File: config.mk
export PLATFORM = sky130hd
export DESIGN_NAME = count_sequencer
export DESIGN_NICKNAME = d
export VERILOG_FILES = /design/src/rtl/count_seq_pkg.sv /design/src/rtl/count_sequencer_core.sv /design/src/rtl/count_sequencer.sv
export SDC_FILE = /design/constraint.sdc
export NUM_CORES = 1
export LEC_CHECK = 0
export BUFFER_PORTS_ARGS = -buffer_cell sky130_fd_sc_hd__buf_2
export CORE_MARGIN = 2
export CORE_UTILIZATION = 50
export CTS_CLUSTER_SIZE = 30
export DETAILED_ROUTE_END_ITERATION = 8
export PLACE_DENSITY = 0.75
export SYNTH_ARGS = -nofsm -noshare
export SYNTH_HDL_FRONTEND = slang
export SYNTH_SLANG_ARGS = --single-unit
export TNS_END_PERCENT = 5
File: constraint.sdc
create_clock -name clk -period 2.4 [get_ports clk]
set_input_delay 0.24 -clock clk [delete_from_list [all_inputs] [get_ports clk]]
set_output_delay 0.24 -clock clk [all_outputs]
set_load 0.02 [all_outputs]
File: src/rtl/count_seq_pkg.sv
// count_seq_pkg: shared opcodes, FSM state encoding and mode constants for
// the count_sequencer block and its counter datapath.
package count_seq_pkg;

    // Command opcodes carried on cmd_op
    localparam logic [1:0] OP_START = 2'b00;
    localparam logic [1:0] OP_STOP  = 2'b01;
    localparam logic [1:0] OP_PAUSE = 2'b10;  // toggles RUN <-> HOLD
    localparam logic [1:0] OP_CLEAR = 2'b11;

    // Run modes sampled on START
    localparam logic MODE_ONESHOT  = 1'b0;
    localparam logic MODE_PERIODIC = 1'b1;

    // Sequencer states, binary encoded
    typedef enum logic [1:0] {
        S_IDLE = 2'd0,
        S_RUN  = 2'd1,
        S_HOLD = 2'd2,
        S_DONE = 2'd3
    } state_t;

endpackage

File: src/rtl/count_sequencer_core.sv
// counter_core: WIDTH-bit synchronous up-counter built from toggle stages.
// Bit i toggles when en is high and every lower bit is 1. clr has priority
// over en and forces q to zero on the next edge.
//   clk  : clock, rising edge
//   rst  : asynchronous reset, active-low
//   en   : count enable
//   clr  : synchronous clear
//   q    : counter value
module counter_core #(
    parameter int WIDTH = 4
) (
    input  logic             clk,
    input  logic             rst,
    input  logic             en,
    input  logic             clr,
    output logic [WIDTH-1:0] q
);

    // Toggle enables: w_tog[i] = en & q[0] & ... & q[i-1]
    logic [WIDTH-1:0] w_tog;
    logic [WIDTH-1:0] r_q;

    assign w_tog[0] = en;

    genvar gi;
    generate
        for (gi = 1; gi < WIDTH; gi++) begin : g_chain
            assign w_tog[gi] = w_tog[gi-1] & r_q[gi-1];
        end
    endgenerate

    always_ff @(posedge clk or negedge rst) begin
        if (!rst)
            r_q <= '0;
        else if (clr)
            r_q <= '0;
        else
            r_q <= r_q ^ w_tog;
    end

    assign q = r_q;

endmodule

File: src/rtl/count_sequencer.sv
// count_sequencer: sequences a WIDTH-bit up-counter from start/stop/pause/
// clear commands on a valid/ready port, in one-shot or periodic mode, up to
// a programmable terminal value, and pulses done for one cycle at terminal.
//   clk       : clock, rising edge
//   rst       : asynchronous reset, active-low
//   cmd_valid : command present
//   cmd_ready : command accepted when cmd_valid & cmd_ready (low in DONE)
//   cmd_op    : START / STOP / PAUSE (toggle) / CLEAR
//   cmd_limit : terminal count, sampled on accepted START
//   cmd_mode  : 0 one-shot, 1 periodic, sampled on accepted START
//   count     : current counter value
//   busy      : high in RUN or HOLD
//   done      : one-cycle pulse after terminal count is taken
module count_sequencer
    import count_seq_pkg::*;
#(
    parameter int WIDTH = 4
) (
    input  logic             clk,
    input  logic             rst,
    input  logic             cmd_valid,
    output logic             cmd_ready,
    input  logic [1:0]       cmd_op,
    input  logic [WIDTH-1:0] cmd_limit,
    input  logic             cmd_mode,
    output logic [WIDTH-1:0] count,
    output logic             busy,
    output logic             done
);

    state_t           r_state, w_state_nxt;
    logic [WIDTH-1:0] r_limit;
    logic             r_mode;
    logic             r_done;

    logic             w_acc;
    logic             w_tc;
    logic             w_en;
    logic             w_clr;
    logic             w_load;
    logic             w_done_set;
    logic [WIDTH-1:0] w_q;

    counter_core #(.WIDTH(WIDTH)) u_core (
        .clk (clk),
        .rst (rst),
        .en  (w_en),
        .clr (w_clr),
        .q   (w_q)
    );

    // Ready depends on state only, so a command waits out the DONE cycle.
    assign cmd_ready = (r_state != S_DONE);
    assign w_acc     = cmd_valid & cmd_ready;
    assign w_tc      = (w_q == r_limit);

    always_comb begin
        w_state_nxt = r_state;
        w_en        = 1'b0;
        w_clr       = 1'b0;
        w_load      = 1'b0;
        w_done_set  = 1'b0;
        if (w_acc) begin
            // An accepted command overrides the terminal-count action.
            case (cmd_op)
                OP_START: begin
                    w_load      = 1'b1;
                    w_clr       = 1'b1;
                    w_state_nxt = S_RUN;
                end
                OP_STOP:  w_state_nxt = S_IDLE;
                OP_PAUSE: begin
                    if (r_state == S_RUN)
                        w_state_nxt = S_HOLD;
                    else if (r_state == S_HOLD)
                        w_state_nxt = S_RUN;
                end
                default:  w_clr = 1'b1;  // OP_CLEAR
            endcase
        end else begin
            case (r_state)
                S_RUN: begin
                    if (!w_tc) begin
                        w_en = 1'b1;
                    end else begin
                        w_done_set = 1'b1;
                        if (r_mode == MODE_PERIODIC)
                            w_clr = 1'b1;
                        else
                            w_state_nxt = S_DONE;
                    end
                end
                S_DONE:  w_state_nxt = S_IDLE;
                default: ;
            endcase
        end
    end

    always_ff @(posedge clk or negedge rst) begin
        if (!rst) begin
            r_state <= S_IDLE;
            r_limit <= '0;
            r_mode  <= MODE_ONESHOT;
            r_done  <= 1'b0;
        end else begin
            r_state <= w_state_nxt;
            r_done  <= w_done_set;
            if (w_load) begin
                r_limit <= cmd_limit;
                r_mode  <= cmd_mode;
            end
        end
    end

    assign count = w_q;
    assign busy  = (r_state == S_RUN) || (r_state == S_HOLD);
    assign done  = r_done;

endmodule
==> run metrics, run 1 <==
status complete, no violations; asr flop ratio synth 100%; Die W 41.4 µm; # IOs 17; Initial Utilization 53.7%; grt ovf 0; Final Power 0.974 mW; synthesized cell area 698 µm²; clock root cell clkbuf_4; layout cells sized above 1 36.3%; EDFF count, synth 0; antenna viol nets, final 0; Synth Net Count 77; RSZ-0062 raised after global routing no; first-pass GRT wire length 1890 µm; Worst EP required 2.56 ns; full die area 1710 µm²; final setup vio count 0; CP Capture Type flip-flop; Synth cell types 19; DRT iter0 DRCs 10; hpwl dp 956 µm; Clock Skews 0.00394 ns; clock sinks 12; most frequent cells in the layout buf_2 (16), dfrtp_1 (12), ha_1 (8); initial antenna violation count 0; Max clock buf depth 2; Post-Syn Instances 59; peak supply drop 712 µV; clk_lat worst skew 0.27 ns; clk slew on worst S/H paths 0.08 ns; critical path data arrival time 2.22 ns; max_cap viols 0; H-tree lvl count 1; CTS tree yes; max-slew violations 0; leading area contributor after synthesis dfrtp_1; Die Y 41.4 µm; top-area cell type share of the netlist area 43.0%; most common cell after layout, fill and taps aside buf_2; Area contributors post-synth dfrtp_1 (43%), ha_1 (14%), mux2_2 (9.7%); final-stage net count 99; Synth Flop Type dfrtp_1; cts bufs inserted 3; synth warn 0; kind of critical path reg -> reg; fmax 0.486 GHz; pwr/cell area 1160 nW/µm²; vias in the first global route 443; HP Class in -> reg; Area after DPL 797 µm²; final setup TNS 0 ns; Hold Violations, Final 0; Slew @ Worst Pin 0.332 ns; GPL Wtd Cong 0.785; CP max FO 6; post-DR wirelength/cell 12.3 µm; Post-CTS Hold Fix Bufs 1; Max-slew headroom 77.6%; Setup crit start kind flip-flop; fin cells 95; design area 843 µm²; total routed wirelength 1170 µm; post-synthesis sequential area ratio 43.0%; # rows 13; Final min period 2.06 ns; GRT Resource Usage Total 17.2%; part of the cycle the worst path needs 85.7%; largest net degree at the start of global routing 13; post-CTS resize count 0; dpl cells 90; TritonRoute pass-1 iters 4; Post-Syn Area per Cell 11.8 µm²; Core ar. 1300 µm²; DR vias 485; Area Growth Syn to Fin 20.8%; PortBufs 16; Residual DRC 0; register bit total from synthesis 12; Post-CTS Setup Bufs 0; Leak 0.450 nW; # diodes 0; via/cell ratio 5.11
[where the power goes]
| part | switching (mW) | total (mW) | internal (mW) |
|---|---|---|---|
| logic | 0.259 | 0.468 | 0.209 |
| registers | 0.0620 | 0.346 | 0.284 |
| clock network | 0.0684 | 0.160 | 0.0921 |
| total | 0.389 | 0.974 | 0.585 |
[cells in the mapped netlist, types with 2 or more instances]
cell      n
xor2_1    5
ha_1      8
and2_1    4
inv_1     5
nand3_1   2
nor2_1    3
dfrtp_1  12
mux2_2    6
mux2_1    2
a21oi_1   3
[final timing paths]
check,start,endpoint,slack (ns),depth (start not counted)
min reg2reg,r_state[1],r_state[1],0.53,1
min,cmd_mode,r_mode,0.20,2
max in group asynchronous,rst,r_limit[1],1.82,2
max reg2reg,r_state[0],u_core.q[3],0.34,9
max,r_state[0],u_core.q[3],0.34,9
min in group asynchronous,rst,r_limit[3],0.37,2
[stage by stage]
step	setup WS, ns	hold WS [ns]	utilization (%)
global route	0.198	0.185	64.8
finish	0.343	0.197	64.8
floorplan	0.368	-0.0556	-
detailed placement	0.355	0.131	61.3
CTS	0.339	0.191	64.8
global placement	0.424	0.123	61.3
[cell type report]
cell class	count	area (µm²)
clock buffer	4	36.3
fill	111	458
inverter	5	18.8
multi-input combinational	42	379
sequential	12	300
tap	15	18.8
timing repair buffer	17	90.1
[flip-flops by register name, summed over array words and instances, names as in the netlist]
| register | count |
|---|---|
| r_limit | 4 |
| r_state | 2 |
| u_core.q | 4 |
| done | 1 |
| r_mode | 1 |
[cells by family after synthesis]
| logic type | share of synthesized area, % |
|---|---|
| flops | 43.0 |
| buf+inv | 2.69 |
| xor+xnor | 6.27 |
| simple gates | 14.3 |
| compound gates | 6.45 |
| fa+ha+maj | 14.3 |
| mux | 12.9 |
[worst max-delay path, cell delays in order (launching register included)]
cell	delay, ns
dfrtp_1	0.40
ha_1	0.27
nand2b_1	0.23
nand2_1	0.13
nor2_1	0.05
ha_1	0.19
ha_1	0.18
ha_1	0.18
xor2_1	0.15
and2_1	0.16
[metal layers]
metal / vias up / routed length, µm / GRT usage (%)
met5: - / 0 / 0
met4: 0 / 0 / 4.84
met3: 0 / 40 / 4.79
met2: 10 / 583 / 25.8
li1: 247 / - / -
met1: 228 / 543 / 24.1
No activity file was read; power rests on OpenSTA's default activity.
==> run 2: changes to the inputs <==
--- a/config.mk
+++ b/config.mk
@@ -8,6 +8,7 @@
 export BUFFER_PORTS_ARGS = -buffer_cell sky130_fd_sc_hd__buf_2
 export CORE_MARGIN = 2
 export CORE_UTILIZATION = 50
+export CTS_BUF_LIST = sky130_fd_sc_hd__clkbuf_16
 export CTS_CLUSTER_SIZE = 30
 export DETAILED_ROUTE_END_ITERATION = 8
 export PLACE_DENSITY = 0.75
==> run 2 against run 1 <==
Non-clock buffer count unchanged. Clock power up 86%. Sequential share of layout area down 1.7 points. Largest cell class unchanged. Die area unchanged. Combinational power up 0.9%. Maximum frequency down 0.93%. Critical path type unchanged.
==> run metrics, run 2 (synthesis gave the netlist of run 1 again) <==
total routed wirelength 1200 µm (was 1170 µm); largest net degree at the start of global routing 13 (unchanged); first-pass GRT wire length 2010 µm (was 1890 µm); GPL Wtd Cong 0.785 (unchanged); full die area 1710 µm² (unchanged); peak supply drop 752 µV (was 712 µV); grt ovf 0 (unchanged); final setup TNS 0 ns (unchanged); Initial Utilization 53.7% (unchanged); H-tree lvl count 1 (unchanged); layout cells sized above 1 35.0% (was 36.3%); post-CTS resize count 0 (unchanged); PortBufs 16 (unchanged); Max-slew headroom 78.3% (was 77.6%); Slew @ Worst Pin 0.322 ns (was 0.332 ns); CTS tree yes (unchanged); initial antenna violation count 0 (unchanged); DR vias 499 (was 485); pwr/cell area 1260 nW/µm² (was 1160 nW/µm²); via/cell ratio 5.25 (was 5.11); GRT Resource Usage Total 18.3% (was 17.2%); clock root cell clkbuf_16 (was clkbuf_4); DRT iter0 DRCs 5 (was 10); RSZ-0062 raised after global routing no (unchanged); max_cap viols 0 (unchanged); fin cells 95 (unchanged); antenna viol nets, final 0 (unchanged); Clock Skews 0.00264 ns (was 0.00394 ns); most common cell after layout, fill and taps aside buf_2 (unchanged); Worst EP required 2.52 ns (was 2.56 ns); post-DR wirelength/cell 12.7 µm (was 12.3 µm); Core ar. 1300 µm² (unchanged); final-stage net count 99 (unchanged); # IOs 17 (unchanged); Setup crit start kind flip-flop (unchanged); # diodes 0 (unchanged); CP Capture Type flip-flop (unchanged); cts bufs inserted 3 (unchanged); # rows 13 (unchanged); most frequent cells in the layout buf_2 (16), dfrtp_1 (12), ha_1 (8) (unchanged); kind of critical path reg -> reg (unchanged); reg2reg setup slack 0.32 ns (was 0.34 ns); Hold Violations, Final 0 (unchanged); Final Power 1.12 mW (was 0.974 mW); HP Class in -> reg (unchanged); critical path data arrival time 2.20 ns (was 2.22 ns); Leak 0.467 nW (was 0.450 nW); Residual DRC 0 (unchanged); Max clock buf depth 2 (unchanged); clk slew on worst S/H paths 0.04 ns (was 0.08 ns); part of the cycle the worst path needs 86.5% (was 85.7%); final setup vio count 0 (unchanged); Final min period 2.08 ns (was 2.06 ns); clk_lat worst skew 0.23 ns (was 0.27 ns); fmax 0.482 GHz (was 0.486 GHz); status complete, no violations (unchanged); vias in the first global route 469 (was 443); Die Y 41.4 µm (unchanged); Die W 41.4 µm (unchanged); Area Growth Syn to Fin 26.9% (was 20.8%); max-slew violations 0 (unchanged); CP max FO 6 (unchanged); dpl cells 90 (unchanged); TritonRoute pass-1 iters 4 (unchanged); clock sinks 12 (unchanged); hpwl dp 956 µm (unchanged)
-- run 2: area by class of cell --
class / count / area (µm²)
flip-flops and latches: 12 / 300
clock buffers: 3 / 75.1
fillers: 101 / 415
clock inverters: 1 / 3.75
inverters: 5 / 18.8
repair buffers: 17 / 90.1
well taps: 15 / 18.8
multi-input cells: 42 / 379
-- run 2: worst max-delay path, cell delays in order (launching register included) --
cell and delay [ns]:
dfrtp_1 0.40, ha_1 0.28, nand2b_1 0.23, nand2_1 0.13, nor2_1 0.05, ha_1 0.19, ha_1 0.18, ha_1 0.18
xor2_1 0.15, and2_1 0.16
-- run 2: layer usage --
metal / vias up / global-route usage (%) / part of all wire (%)
met1: 237 / 24.6 / 44
met5: - / 0 / 0
li1: 250 / - / -
met3: 2 / 3.19 / 3.4
met4: 0 / 9.68 / 0.50
met2: 10 / 28.1 / 51
-- run 2: worst paths after layout --
kind,from,to,depth (start not counted)
hold reg to reg,r_limit[1],r_limit[1],1
max in group asynchronous,rst,u_core.q[1],2
setup / recovery,r_state[0],u_core.q[3],9
setup reg to reg,r_state[0],u_core.q[3],9
hold / removal,cmd_limit[1],r_limit[1],2
min in group asynchronous,rst,r_limit[3],2
-- run 2: metrics by stage --
stage                     util (%)  instance area [µm²]  hold slack (ns)  setup WS [ns]
after detailed placement      61.3                  797            0.131          0.355
final                         68.1                  886            0.236          0.324
after global routing          68.1                  886            0.227          0.180
after global placement        61.3                  797            0.123          0.424
after floorplan                  -                  698          -0.0556          0.368
after CTS                     68.1                  886            0.231          0.335
-- run 2: where the power goes --
part | total [mW] | switching [mW] | internal (mW) | leakage (nW)
clock network | 0.298 | 0.0795 | 0.219 | 0.0385
logic | 0.472 | 0.262 | 0.209 | 0.279
registers | 0.347 | 0.0618 | 0.285 | 0.150
-- run 2: timing repair --
item,in CTS,in global routing
setup buffers,0,0
hold buffers,1,0
endpoints found under the setup margin,0,0
hold endpoints to repair,12,0
==> run 3: changes to the inputs <==
--- a/config.mk
+++ b/config.mk
@@ -5,13 +5,14 @@
 export SDC_FILE = /design/constraint.sdc
 export NUM_CORES = 1
 export LEC_CHECK = 0
+export ABC_AREA = 1
 export BUFFER_PORTS_ARGS = -buffer_cell sky130_fd_sc_hd__buf_2
 export CORE_MARGIN = 2
-export CORE_UTILIZATION = 50
+export CORE_UTILIZATION = 51
 export CTS_BUF_LIST = sky130_fd_sc_hd__clkbuf_16
 export CTS_CLUSTER_SIZE = 30
 export DETAILED_ROUTE_END_ITERATION = 8
-export PLACE_DENSITY = 0.75
+export PLACE_DENSITY = 0.76
 export SYNTH_ARGS = -nofsm -noshare
 export SYNTH_HDL_FRONTEND = slang
 export SYNTH_SLANG_ARGS = --single-unit
==> run 3 against run 2 <==
Clock-buffer cell count unchanged. Sequential power fell by 10%. Clock power is essentially flat. Critical path depth grew 1. Critical endpoint unchanged. Largest cell class unchanged. Clock skew shrank 0.0014 ns. Synthesized cell count is 64% higher.
==> run metrics, run 3 <==
status complete, no violations (unchanged); layout cells sized above 1 25.4% (was 35.0%); Clk pwr share 29.2% (was 26.7%); top cells by instance count after synthesis nand2_1 (20), inv_1 (18), nor2_1 (14), dfrtp_1 (12), ha_1 (8) (was dfrtp_1 (12), ha_1 (8), mux2_2 (6), inv_1 (5), xor2_1 (5)); hpwl dp 1100 µm (was 956 µm); first-pass GRT wire length 2440 µm (was 2010 µm); clock sinks 12 (unchanged); Synth cell types 19 (unchanged); multi-input combinational cell area 388 µm² (was 379 µm²); CP Capture Type flip-flop (unchanged); synthesized cell area 763 µm² (was 698 µm²); Initial Utilization 56.5% (was 53.7%); EDFF count, synth 0 (unchanged); fmax 0.508 GHz (was 0.482 GHz); CP max FO 5 (was 6); HP Class in -> reg (unchanged); Area Growth Syn to Fin 24.6% (was 26.9%); Sw Share 37.7% (was 36.2%); TritonRoute pass-1 iters 5 (was 4); Final Power 1.03 mW (was 1.12 mW); Synth Net Count 115 (was 77); Hold Violations, Final 0 (unchanged); grt ovf 0 (unchanged); # rows 13 (unchanged); # IOs 17 (unchanged); Fill cells 114 (was 101); final setup vio count 0 (unchanged); Residual DRC 0 (unchanged); Area contributors post-synth dfrtp_1 (39%), ha_1 (13%), nand2_1 (9.8%) (was dfrtp_1 (43%), ha_1 (14%), mux2_2 (9.7%)); CP Launch Point r_state[0] (unchanged); part of the cycle the worst path needs 82.0% (was 86.5%); asr flop ratio synth 100% (unchanged); largest net degree at the start of global routing 13 (unchanged); RSZ-0062 raised after global routing no (unchanged); Setup crit start kind flip-flop (unchanged); cells on worst reg2reg path 10 (was 9); peak supply drop 899 µV (was 752 µV); Die W 42.7 µm (was 41.4 µm); max_cap viols 0 (unchanged); reg-to-reg critical path endpoint u_core.q[3] (unchanged); critical path data arrival time 2.09 ns (was 2.20 ns); # diodes 0 (unchanged); Synth Flop Type dfrtp_1 (unchanged); post-synthesis sequential area ratio 39.3% (was 43.0%); crit path capture u_core.q[3] (unchanged); total routed wirelength 1440 µm (was 1200 µm); final-stage net count 137 (was 99); Max-slew headroom 81.8% (was 78.3%); post-synthesis xor/xnor area fraction 1.15% (was 6.27%); simple-gate share of the synthesized area 28.5% (was 14.3%); Post-Syn Area per Cell 7.87 µm² (was 11.8 µm²); kind of critical path reg -> reg (unchanged); H-tree lvl count 1 (unchanged); top-area cell type share of the netlist area 39.3% (was 43.0%); Hold WS 0.233 ns (was 0.236 ns); antenna viol nets, final 0 (unchanged); Leak 0.558 nW (was 0.467 nW); post-CTS resize count 0 (unchanged); via/cell ratio 4.88 (was 5.25); cts bufs inserted 3 (unchanged); Comb pwr share 40.7% (was 42.2%); Slew @ Worst Pin 0.273 ns (was 0.322 ns); CTS tree yes (unchanged); most common cell after layout, fill and taps aside nand2_1 (was buf_2); Core ar. 1350 µm² (was 1300 µm²); Die Y 42.7 µm (was 41.4 µm); clock root cell clkbuf_16 (unchanged); clk_lat worst skew 0.23 ns (about the same); Post-Syn Instances 97 (was 59); origin of the critical flop-to-flop path r_state[0] (unchanged); final setup TNS 0 ns (unchanged); largest family of logic cells by synthesized area simple AND/OR/NAND/NOR gates (unchanged); Final Core Density 70.4% (was 68.1%); vias in the first global route 631 (was 469); pwr/cell area 1080 nW/µm² (was 1260 nW/µm²); mux contribution to synthesized area 1.97% (was 12.9%); Final min period 1.97 ns (was 2.08 ns); internal power 0.642 mW (was 0.713 mW); post-DR wirelength/cell 10.8 µm (was 12.7 µm); max-slew violations 0 (unchanged); reg2reg setup slack 0.43 ns (was 0.32 ns); GRT Resource Usage Total 17.4% (was 18.3%); count leader, synth nand2_1 (was dfrtp_1); leading area contributor after synthesis dfrtp_1 (unchanged); register bit total from synthesis 12 (unchanged); PortBufs 16 (unchanged); synth warn 0 (unchanged); DR vias 649 (was 499); most frequent cells in the layout nand2_1 (20), inv_1 (18), buf_2 (16) (was buf_2 (16), dfrtp_1 (12), ha_1 (8)); power share of the sequential group 30.2% (was 31.1%); Worst EP required 2.52 ns (about the same); register area 300 µm² (unchanged); Max clock buf depth 2 (unchanged); Synth Area in Adders 13.1% (was 14.3%); full die area 1820 µm² (was 1710 µm²); Clock Skews 0.00123 ns (was 0.00264 ns); Synth Area in Compound Gates 6.07% (was 6.45%); initial antenna violation count 0 (unchanged); clk slew on worst S/H paths 0.04 ns (about the same); GPL Wtd Cong 0.905 (was 0.785); Psw 0.388 mW (was 0.404 mW); DRT iter0 DRCs 4 (was 5)
## run 3: cell types whose count changed after synthesis, sizes merged, moves of 2 or more
| cell | before | now |
|---|---|---|
| and2 | 4 | 0 |
| mux2 | 8 | 1 |
| nand2 | 1 | 24 |
| nor2 | 3 | 16 |
| xor2 | 5 | 0 |
| o21ai | 0 | 2 |
| a21oi | 3 | 5 |
| inv | 5 | 20 |
| nand3 | 2 | 5 |
## run 3: worst min path at each step
stage	endpoint	slack, ns	depth (start not counted)	from
5_1_grt	r_mode	0.24	2	cmd_mode
3_3_place_gp	r_limit[2]	0.13	1	rst
2_1_floorplan	done	-0.06	0	rst
3_5_place_dp	r_limit[2]	0.13	1	rst
4_1_cts	r_mode	0.23	2	cmd_mode
6_report	r_mode	0.23	2	cmd_mode
## run 3: kinds of logic after synthesis
group	after synthesis
and+or+nand+nor	47
buffers and inverters	20
DFF	12
AOI/OAI and AO/OA	8
adders and majority gates	8
xor gates and xnor gates	1
muxes	1
## run 3: layout make-up
class / instances / area share [%]
timing repair buffer: 17 / 9.47
clock inverter: 1 / 0.395
clock buffer: 3 / 7.89
sequential: 12 / 31.6
inverter: 20 / 7.89
multi-input combinational: 65 / 40.8
tap: 15 / 1.97
## run 3: per-stage QoR
step	instances	setup slack, ns	area [µm²]
floorplan	97	0.570	763
global placement	128	0.519	862
detailed placement	128	0.440	862
CTS	133	0.425	951
global route	133	0.315	951
finish	133	0.432	951
## run 3: power groups by stage
stage / clock network (mW) / logic [mW] / registers [mW]
after floorplan: 0 / 0.299 / 0.321
after global placement: 0 / 0.406 / 0.308
after detailed placement: 0 / 0.413 / 0.313
after CTS: 0.305 / 0.421 / 0.310
after global routing: 0.316 / 0.477 / 0.317
final: 0.301 / 0.419 / 0.311
## run 3: per-layer routing
metal	vias to the layer above	part of all wire, %	GRT usage, %
met5	-	0	0
met4	0	1.3	7.50
met3	2	4.7	2.55
met2	19	48	29.7
met1	291	46	21.7
li1	337	-	-
## run 3: what timing repair did
action,CTS,global route
buffers inserted,0,0
hold endpoints to repair,12,0
hold buffers,1,0
endpoints found under the setup margin,0,0
## run 3: critical path: stages, from the launching register on
cell,delay [ns]
dfrtp_1,0.39
ha_1,0.27
nor2_4,0.20
nor2_1,0.07
nand2_2,0.10
inv_1,0.05
ha_1,0.18
ha_1,0.18
ha_1,0.18
xnor2_1,0.16
nor2_1,0.06
